File: config.mk
export PLATFORM = sky130hd
export DESIGN_NAME = sf_bank
export DESIGN_NICKNAME = d
export VERILOG_FILES = /design/src/rtl/sf_bank.sv
export SDC_FILE = /design/constraint.sdc
export NUM_CORES = 1
export LEC_CHECK = 0
export CAP_MARGIN = 20
export CORE_UTILIZATION = 46
export CTS_BUF_LIST = sky130_fd_sc_hd__clkbuf_4 sky130_fd_sc_hd__clkbuf_8 sky130_fd_sc_hd__clkbuf_16
export DETAILED_ROUTE_END_ITERATION = 12
export GPL_TIMING_DRIVEN = 0
export PLACE_DENSITY = 0.81
export SETUP_SLACK_MARGIN = 0.3
export SYNTH_ARGS = -nofsm -noshare
export SYNTH_HDL_FRONTEND = slang
export SYNTH_SLANG_ARGS = --single-unit
File: constraint.sdc
create_clock -name clk -period 3.2 [get_ports clk]
set_input_delay 0.48 -clock clk [delete_from_list [all_inputs] [get_ports clk]]
set_output_delay 0.48 -clock clk [all_outputs]
set_load 0.05 [all_outputs]
File: src/rtl/sf_bank.sv
`default_nettype none
// ============================================================================
//  Module      : sf_bank
//  Description : Bank of WIDTH independent SF flip-flops with a global enable,
//                a parallel-load override, per-bit sticky change flags and a
//                saturating counter of edges on which any bit of Q changed.
//
//                SF control per bit (S,F): 00 clear, 01 set, 10 hold, 11 toggle.
//
//  Ports       : clk      - rising-edge clock
//                rst_n    - asynchronous active-low reset
//                en       - enables SF update of all channels
//                ld       - parallel load strobe (overrides en)
//                ld_val   - value loaded into Q when ld=1
//                S, F     - per-channel SF controls
//                clr      - clears changed flags and chg_cnt (clear-then-record)
//                Q        - channel state (registered)
//                changed  - sticky per-bit change flags (registered)
//                chg_cnt  - saturating count of changing edges (registered)
//                cnt_sat  - high when chg_cnt is at its maximum
//  Revision    : 1.0 - initial release
// ============================================================================
module sf_bank #(
  parameter int WIDTH = 8,
  parameter int CNT_W = 4
) (
  input  logic             clk,
  input  logic             rst_n,
  input  logic             en,
  input  logic             ld,
  input  logic [WIDTH-1:0] ld_val,
  input  logic [WIDTH-1:0] S,
  input  logic [WIDTH-1:0] F,
  input  logic             clr,
  output logic [WIDTH-1:0] Q,
  output logic [WIDTH-1:0] changed,
  output logic [CNT_W-1:0] chg_cnt,
  output logic             cnt_sat
);

  localparam logic [CNT_W-1:0] CNT_MAX = '1;
  localparam logic [CNT_W-1:0] CNT_ONE = CNT_W'(1);

  logic [WIDTH-1:0] q_q, q_d;
  logic [WIDTH-1:0] changed_q, changed_d;
  logic [CNT_W-1:0] cnt_q, cnt_d;
  logic [WIDTH-1:0] delta;
  logic             any_change;

  always_comb begin
    q_d = q_q;
    // Load wins over enable; S/F are only examined on an enabled, non-load
    // edge so unknown controls cannot leak into Q while the bank is idle.
    if (ld) begin
      q_d = ld_val;
    end else if (en) begin
      for (int i = 0; i < WIDTH; i++) begin
        case ({S[i], F[i]})
          2'b00:   q_d[i] = 1'b0;
          2'b01:   q_d[i] = 1'b1;
          2'b10:   q_d[i] = q_q[i];
          default: q_d[i] = ~q_q[i];
        endcase
      end
    end

    delta      = q_d ^ q_q;
    any_change = |delta;

    // A clearing edge still records its own change so nothing is lost.
    if (clr) begin
      changed_d = delta;
      cnt_d     = any_change ? CNT_ONE : '0;
    end else begin
      changed_d = changed_q | delta;
      if (any_change && (cnt_q != CNT_MAX)) begin
        cnt_d = cnt_q + CNT_ONE;
      end else begin
        cnt_d = cnt_q;
      end
    end
  end

  always_ff @(posedge clk or negedge rst_n) begin
    if (!rst_n) begin
      q_q       <= '0;
      changed_q <= '0;
      cnt_q     <= '0;
    end else begin
      q_q       <= q_d;
      changed_q <= changed_d;
      cnt_q     <= cnt_d;
    end
  end

  assign Q       = q_q;
  assign changed = changed_q;
  assign chg_cnt = cnt_q;
  assign cnt_sat = (cnt_q == CNT_MAX);

endmodule
`default_nettype wire

==> metrics.txt, run 1 <==
# TYPE chip_impl_metric gauge
chip_impl_metric{name="clk-insertion-delay-late",unit="ns"} 0.30
chip_impl_metric{name="clkTransAtPathRegs",unit="ns"} 0.12
chip_impl_metric{name="final_hold_viol_count",unit=""} 0
chip_impl_metric{name="yosysWarningCount",unit=""} 0
chip_impl_metric{name="htree_levels",unit=""} 1
chip_impl_metric{name="final.min_clock_period",unit="ns"} 2.47
chip_impl_info{name="worst_setup_path_end_kind",value="output port"} 1
chip_impl_metric{name="leakage",unit="nW"} 0.785
chip_impl_metric{name="skew",unit="ns"} 0.00285
chip_impl_metric{name="final_min_period_over_clock_period",unit="%"} 77.2
chip_impl_metric{name="avgSynthCellArea",unit="sq um"} 9.08
chip_impl_info{name="yosys.area.top_type",value="sky130_fd_sc_hd__dfrtp_1"} 1
chip_impl_metric{name="n_fill_cell",unit=""} 219
chip_impl_metric{name="initial_core_util",unit="%"} 49.7
chip_impl_metric{name="postCtsResizedCells",unit=""} 0
chip_impl_metric{name="arrival_time_at_the_worst_endpoint",unit="ns"} 1.99
chip_impl_metric{name="mappedNetlistNets",unit=""} 168
chip_impl_metric{name="report.final.slew_viol_count",unit=""} 0
chip_impl_metric{name="die_height",unit="um"} 54.2
chip_impl_metric{name="ys_seq_area_share",unit="%"} 40.0
chip_impl_metric{name="mappedNetlistArea",unit="sq um"} 1250
chip_impl_metric{name="post_drt_wl_per_cell",unit="um"} 14.0
chip_impl_metric{name="cts_sinks",unit=""} 20
chip_impl_metric{name="worst_vdd_drop",unit="mV"} 0.339
chip_impl_metric{name="clock.fmax",unit="GHz"} 0.405
chip_impl_metric{name="tightest_pin_transition",unit="ns"} 0.898
chip_impl_info{name="critical_path_s_slowest_cell",value="sky130_fd_sc_hd__clkdlybuf4s50_1"} 1
chip_impl_metric{name="synth.lib_cells_used.distinct",unit=""} 28
chip_impl_metric{name="detail_route.wirelength",unit="um"} 3090
chip_impl_info{name="cts_tree",value="done"} 1
chip_impl_info{name="netlist_top_cells_area",value="sky130_fd_sc_hd__dfrtp_1 (40%), sky130_fd_sc_hd__a21o_1 (9.0%), sky130_fd_sc_hd__xnor2_1 (5.6%)"} 1
chip_impl_info{name="outcome",value="completed"} 1
chip_impl_metric{name="first_pass_grt_wire_length",unit="um"} 4890
chip_impl_metric{name="slowest_delay",unit="ns"} 0.82
chip_impl_metric{name="insertedDiodeCount",unit=""} 0
chip_impl_metric{name="max_cap_violations",unit=""} 0
chip_impl_metric{name="count_of_flip_flops_with_a_built_in_enable_after_synthesis",unit=""} 0
chip_impl_metric{name="port_buffers",unit=""} 48
chip_impl_metric{name="final_layout_size_suffix_gt1_share",unit="%"} 6.32
chip_impl_metric{name="hpwl",unit="um"} 2440
chip_impl_metric{name="gr_usage_total",unit="%"} 23.0
chip_impl_info{name="most_numerous_cell_in_the_yosys_netlist",value="sky130_fd_sc_hd__dfrtp_1"} 1
chip_impl_metric{name="clk_path_buf_depth",unit=""} 2
chip_impl_info{name="criticalPathCategory",value="register to output port"} 1
chip_impl_metric{name="synth.ff_latch_count",unit=""} 20
chip_impl_metric{name="gp_routability_congestion",unit=""} 0.703
chip_impl_info{name="netlist_top_cells_count",value="sky130_fd_sc_hd__dfrtp_1 (20), sky130_fd_sc_hd__a21o_1 (15), sky130_fd_sc_hd__nand2_1 (13)"} 1
chip_impl_metric{name="fp.coreArea",unit="sq um"} 2520
chip_impl_metric{name="cts_buffers",unit=""} 3
chip_impl_metric{name="synth_async_sr_flop_share",unit="%"} 100
chip_impl_metric{name="cts-hold-fix-buffers",unit=""} 0
chip_impl_info{name="hp-class",value="register to register"} 1
chip_impl_metric{name="fp-row-count",unit=""} 18
chip_impl_metric{name="yosys_top_cell_area_share",unit="%"} 40.0
chip_impl_metric{name="area_growth_syn_to_layout",unit="%"} 44.3
chip_impl_info{name="clockRootBuffer",value="sky130_fd_sc_hd__clkbuf_4"} 1
chip_impl_metric{name="floorplan.die.width",unit="um"} 54.2
chip_impl_metric{name="antenna_violating_nets_post_route",unit=""} 0
chip_impl_metric{name="totalPowerFinal",unit="mW"} 0.850
chip_impl_metric{name="num-nets-final",unit=""} 221
chip_impl_metric{name="setup_viol",unit=""} 0
chip_impl_metric{name="drt_pre_antenna_iters",unit=""} 4
chip_impl_metric{name="floorplan.die_area",unit="sq um"} 2940
chip_impl_metric{name="drtIter0Drc",unit=""} 11
chip_impl_metric{name="postCtsSetupBuffers",unit=""} 0
chip_impl_metric{name="design.portCount",unit=""} 50
chip_impl_metric{name="critPathMaxFanout",unit=""} 5
chip_impl_info{name="worstSetupStartpointType",value="register"} 1
chip_impl_metric{name="grt.overflow.total",unit=""} 0
chip_impl_metric{name="vias",unit=""} 1219
chip_impl_metric{name="post_drt_via_cell_ratio",unit=""} 5.54
chip_impl_info{name="worstPathCellList",value="ha_1 -> and3_1 -> clkdlybuf4s50_1"} 1
chip_impl_metric{name="vias_in_the_first_global_route",unit=""} 1223
chip_impl_info{name="rsz0062_at_grt",value="false"} 1
chip_impl_metric{name="power_density",unit="nW/um^2"} 471
chip_impl_metric{name="drc",unit=""} 0
chip_impl_metric{name="setup_tns",unit="ns"} 0
chip_impl_info{name="synthFlopType",value="sky130_fd_sc_hd__dfrtp_1"} 1
chip_impl_metric{name="synthesis.instances",unit=""} 138
chip_impl_metric{name="grt_max_degree",unit=""} 21
chip_impl_metric{name="max_slew_margin",unit="%"} 40.0
chip_impl_metric{name="critPathRequiredTime",unit="ns"} 2.72
chip_impl_metric{name="grt_antenna_before_repair",unit=""} 0
worst paths after layout:
path | start | end | slack, ns | cells after the start
hold reg to reg | changed[0] | changed[0] | 0.50 | 1
min in group asynchronous | rst_n | changed[3] | 0.67 | 1
hold / removal | changed[0] | changed[0] | 0.50 | 1
max in group asynchronous | rst_n | Q[4] | 1.98 | 1
setup reg to reg | Q[6] | chg_cnt[3] | 1.39 | 7
setup / recovery | chg_cnt[0] | cnt_sat | 0.73 | 3
state kept, by name (all words and copies together) (netlist names):
name	cells
Q	8
changed	8
chg_cnt	4
cell usage in the layout (no fill, tap or decap), drive strengths merged, types with 3 or more instances in the layout:
cell type,n
buf,3
clkbuf,6
xnor2,8
nor2b,8
a21oi,10
nand2,14
dfrtp,20
clkdlybuf4s50,48
a211oi,8
o21ai,18
nand3,8
xor2,8
a21o,15
per-layer routing:
metal	global-route usage (%)	vias up	part of all wire, %
met5	0	-	0
met4	4.70	0	0.42
met3	3.95	2	5.3
met2	44.1	42	52
met1	26.0	578	43
li1	-	597	-
critical path, delay by kind of cell, from the launching register on:
kind          cells  cell delay (ns)
buf+inv           1             0.82
fa+ha+maj         1             0.22
simple gates      1             0.23
flops             1             0.43
metrics by stage:
stage / util, % / setup WS [ns] / instances / instance area [sq um] / hold slack [ns]
after floorplan: - / 1.24 / 138 / 1250 / 0.184
after global placement: 70.2 / 0.764 / 216 / 1770 / 0.463
after detailed placement: 70.2 / 0.733 / 216 / 1770 / 0.469
after CTS: 71.6 / 0.726 / 220 / 1810 / 0.496
after global routing: 71.6 / 0.629 / 220 / 1810 / 0.513
final: 71.6 / 0.729 / 220 / 1810 / 0.495
report_power, final:
group          leakage (nW)  internal [mW]  switching (mW)
Clock                0.0210         0.0694          0.0810
Combinational         0.524          0.152           0.227
Sequential            0.240          0.288          0.0327
kinds of logic (layout without fill, tap and decap cells):
logic type	after synthesis	in the layout	share of synthesized area, %
AND/OR/NAND/NOR	40	40	18.5
adder cells (fa/ha/maj)	1	1	0.999
flip-flops	20	20	40.0
AO/OA/AOI/OAI	53	53	26.3
buffers and inverters	7	59	2.30
XOR/XNOR	16	16	11.2
multiplexers	1	1	0.799
final cells by class:
type / instances / area, sq um / area share [%]
timing repair buffer: 48 / 480 / 26.6
clock buffer: 4 / 36.3 / 2.01
inverter: 2 / 7.51 / 0.416
tap: 30 / 37.5 / 2.08
sequential: 20 / 500 / 27.7
multi-input combinational: 111 / 723 / 40.0
buffer: 5 / 21.3 / 1.18
Note: power is estimated with default switching activity, not from simulation.
==> run 2, diff against run 1 <==
CORE_UTILIZATION = 39   (was 46)
PLACE_DENSITY = 0.73   (was 0.81)
clock period = 2.1 ns   (was 3.2 ns; I/O delays follow)
==> run 2 against run 1 <==
Effect of this change: non-clock buffer count up 6; flip-flop and latch count unchanged; routed wire length increased by 6.1%; clock skew shrank 0.00082 ns; clock power increased by 53%; clock-buffer cell count unchanged; combinational power grew 56%; die area up 17%; power up 54%; utilization shrank 8.5 points; global-route usage down 3.2 points; sequential power is 54% higher; highest routed layer unchanged.
==> metrics.txt, run 2 (same netlist as run 1, synthesis figures left out) <==
# TYPE chip_impl_metric gauge
chip_impl_metric{name="clkTransAtPathRegs",unit="ns"} 0.12
chip_impl_metric{name="detailed_place.area",unit="sq um"} 1800
chip_impl_metric{name="max_slew_margin",unit="%"} 39.7
chip_impl_metric{name="pwr-share-comb",unit="%"} 45.1
chip_impl_info{name="layout.cells.most_common_list",value="sky130_fd_sc_hd__clkdlybuf4s50_1 (25), sky130_fd_sc_hd__dlygate4sd2_1 (19), sky130_fd_sc_hd__a21o_1 (15)"} 1
chip_impl_metric{name="floorplan.die.width",unit="um"} 58.7
chip_impl_metric{name="cts_sinks",unit=""} 20
chip_impl_info{name="rsz0062_at_grt",value="true"} 1
chip_impl_metric{name="global_route.usage.met3",unit="%"} 2.86
chip_impl_metric{name="skew",unit="ns"} 0.00203
chip_impl_metric{name="design.portCount",unit=""} 50
chip_impl_metric{name="power_frac_clock",unit="%"} 17.5
chip_impl_metric{name="finalHoldWorstSlack",unit="ns"} 0.486
chip_impl_metric{name="vias",unit=""} 1239
chip_impl_metric{name="switching_share",unit="%"} 41.1
chip_impl_metric{name="setup_tns",unit="ns"} 0
chip_impl_metric{name="tightest_pin_transition",unit="ns"} 0.902
chip_impl_metric{name="clk_path_buf_depth",unit=""} 2
chip_impl_metric{name="hpwl",unit="um"} 2480
chip_impl_info{name="layout.cells.most_common",value="sky130_fd_sc_hd__clkdlybuf4s50_1"} 1
chip_impl_metric{name="post_drt_via_cell_ratio",unit=""} 5.16
chip_impl_metric{name="detail_route.wirelength",unit="um"} 3280
chip_impl_info{name="clockRootBuffer",value="sky130_fd_sc_hd__clkbuf_4"} 1
chip_impl_metric{name="report.final.slew_viol_count",unit=""} 0
chip_impl_metric{name="final_hold_viol_count",unit=""} 0
chip_impl_metric{name="first_pass_grt_wire_length",unit="um"} 5240
chip_impl_info{name="cts_tree",value="done"} 1
chip_impl_metric{name="grt_antenna_before_repair",unit=""} 0
chip_impl_metric{name="worst_vdd_drop",unit="mV"} 0.263
chip_impl_metric{name="layout_setup_ws",unit="ns"} 0.373
chip_impl_metric{name="max_cap_violations",unit=""} 0
chip_impl_info{name="worstSetupStartpointType",value="register"} 1
chip_impl_metric{name="gp_routability_congestion",unit=""} 0.838
chip_impl_metric{name="critPathRequiredTime",unit="ns"} 1.78
chip_impl_metric{name="arrival_time_at_the_worst_endpoint",unit="ns"} 1.41
chip_impl_metric{name="antenna_violating_nets_post_route",unit=""} 0
chip_impl_info{name="globalRoute.busiestLayer",value="met2"} 1
chip_impl_metric{name="critPathMaxFanout",unit=""} 4
chip_impl_metric{name="final.min_clock_period",unit="ns"} 1.73
chip_impl_metric{name="cts_buffers",unit=""} 3
chip_impl_metric{name="clock.fmax",unit="GHz"} 0.579
chip_impl_metric{name="seq_power_share",unit="%"} 37.4
chip_impl_metric{name="leakage",unit="nW"} 0.897
chip_impl_metric{name="floorplan.die_area",unit="sq um"} 3440
chip_impl_info{name="outcome",value="completed"} 1
chip_impl_metric{name="totalPowerFinal",unit="mW"} 1.31
chip_impl_metric{name="dpl.cell_count",unit=""} 230
chip_impl_metric{name="die_height",unit="um"} 58.7
chip_impl_metric{name="use_met1",unit="%"} 23.9
chip_impl_metric{name="power_density",unit="nW/um^2"} 681
chip_impl_metric{name="htree_levels",unit=""} 1
chip_impl_metric{name="final_min_period_over_clock_period",unit="%"} 82.3
chip_impl_metric{name="insertedDiodeCount",unit=""} 0
chip_impl_metric{name="drc",unit=""} 0
chip_impl_metric{name="internal_power",unit="mW"} 0.774
chip_impl_metric{name="post_drt_wl_per_cell",unit="um"} 13.7
chip_impl_metric{name="finish.instance_area",unit="sq um"} 1930
chip_impl_metric{name="area_growth_syn_to_layout",unit="%"} 53.9
chip_impl_metric{name="grt.overflow.total",unit=""} 0
chip_impl_metric{name="setup_viol",unit=""} 0
chip_impl_metric{name="switching_power",unit="mW"} 0.540
chip_impl_metric{name="drtIter0Drc",unit=""} 39
chip_impl_metric{name="clk-insertion-delay-late",unit="ns"} 0.31
chip_impl_metric{name="groute.layer.met2.usage",unit="%"} 36.6
chip_impl_metric{name="gr_usage_total",unit="%"} 19.8
chip_impl_info{name="hp-class",value="register to register"} 1
chip_impl_info{name="criticalPathCategory",value="register to output port"} 1
chip_impl_info{name="worst_setup_path_end_kind",value="output port"} 1
chip_impl_metric{name="fp-row-count",unit=""} 20
chip_impl_metric{name="num-nets-final",unit=""} 227
chip_impl_metric{name="post-route-util",unit="%"} 63.2
chip_impl_metric{name="drt_pre_antenna_iters",unit=""} 4
chip_impl_metric{name="fp.coreArea",unit="sq um"} 3050
chip_impl_metric{name="vias_in_the_first_global_route",unit=""} 1178
chip_impl_metric{name="initial_core_util",unit="%"} 41.0
chip_impl_metric{name="grt_max_degree",unit=""} 21
chip_impl_metric{name="dp_worst_setup_slack",unit="ns"} -0.156
chip_impl_metric{name="port_buffers",unit=""} 48
chip_impl_metric{name="fin_cells",unit=""} 240
chip_impl_metric{name="final_layout_size_suffix_gt1_share",unit="%"} 18.9
chip_impl_metric{name="r2r_setup_slk",unit="ns"} 0.40
[run 2: final timing paths]
kind | endpoint | startpoint | depth (start not counted)
setup / recovery | cnt_sat | chg_cnt[1] | 3
hold / removal | changed[4] | changed[4] | 1
setup reg to reg | chg_cnt[2] | Q[1] | 7
hold reg to reg | changed[4] | changed[4] | 1
max in group asynchronous | Q[0] | rst_n | 1
min in group asynchronous | changed[3] | rst_n | 1
[run 2: worst max-delay path, stage by stage, from the launching register on]
cell                       delay [ns]
sky130_fd_sc_hd__dfrtp_1         0.42
sky130_fd_sc_hd__ha_1            0.22
sky130_fd_sc_hd__and3_2          0.23
sky130_fd_sc_hd__clkbuf_4        0.24
[run 2: final cells by class]
cell class	count	area [sq um]
flip-flops and latches	20	510
clock buffers	4	36.3
multi-input cells	111	791
fillers	286	1120
inverters	2	7.51
well taps	44	55.1
repair buffers	54	507
plain buffers	5	21.3
[run 2: metal layers]
metal / vias up / share of wire [%]
met4: 0 / 0.76
li1: 613 / -
met5: - / 0
met3: 3 / 4.6
met1: 584 / 42
met2: 39 / 53
[run 2: power by group through the flow]
stage	Combinational [mW]	Sequential, mW	Clock, mW
floorplan	0.171	0.684	0
global placement	0.570	0.498	0
detailed placement	0.578	0.502	0
CTS	0.555	0.493	0.238
global route	0.630	0.499	0.260
finish	0.592	0.492	0.230
[run 2: repair_timing]
item,CTS,global route
pin swaps,3,5
endpoints found under the hold margin,0,0
gates resized for setup,25,16
hold buffers,0,0
setup endpoints to repair,21,5
setup buffers,0,6
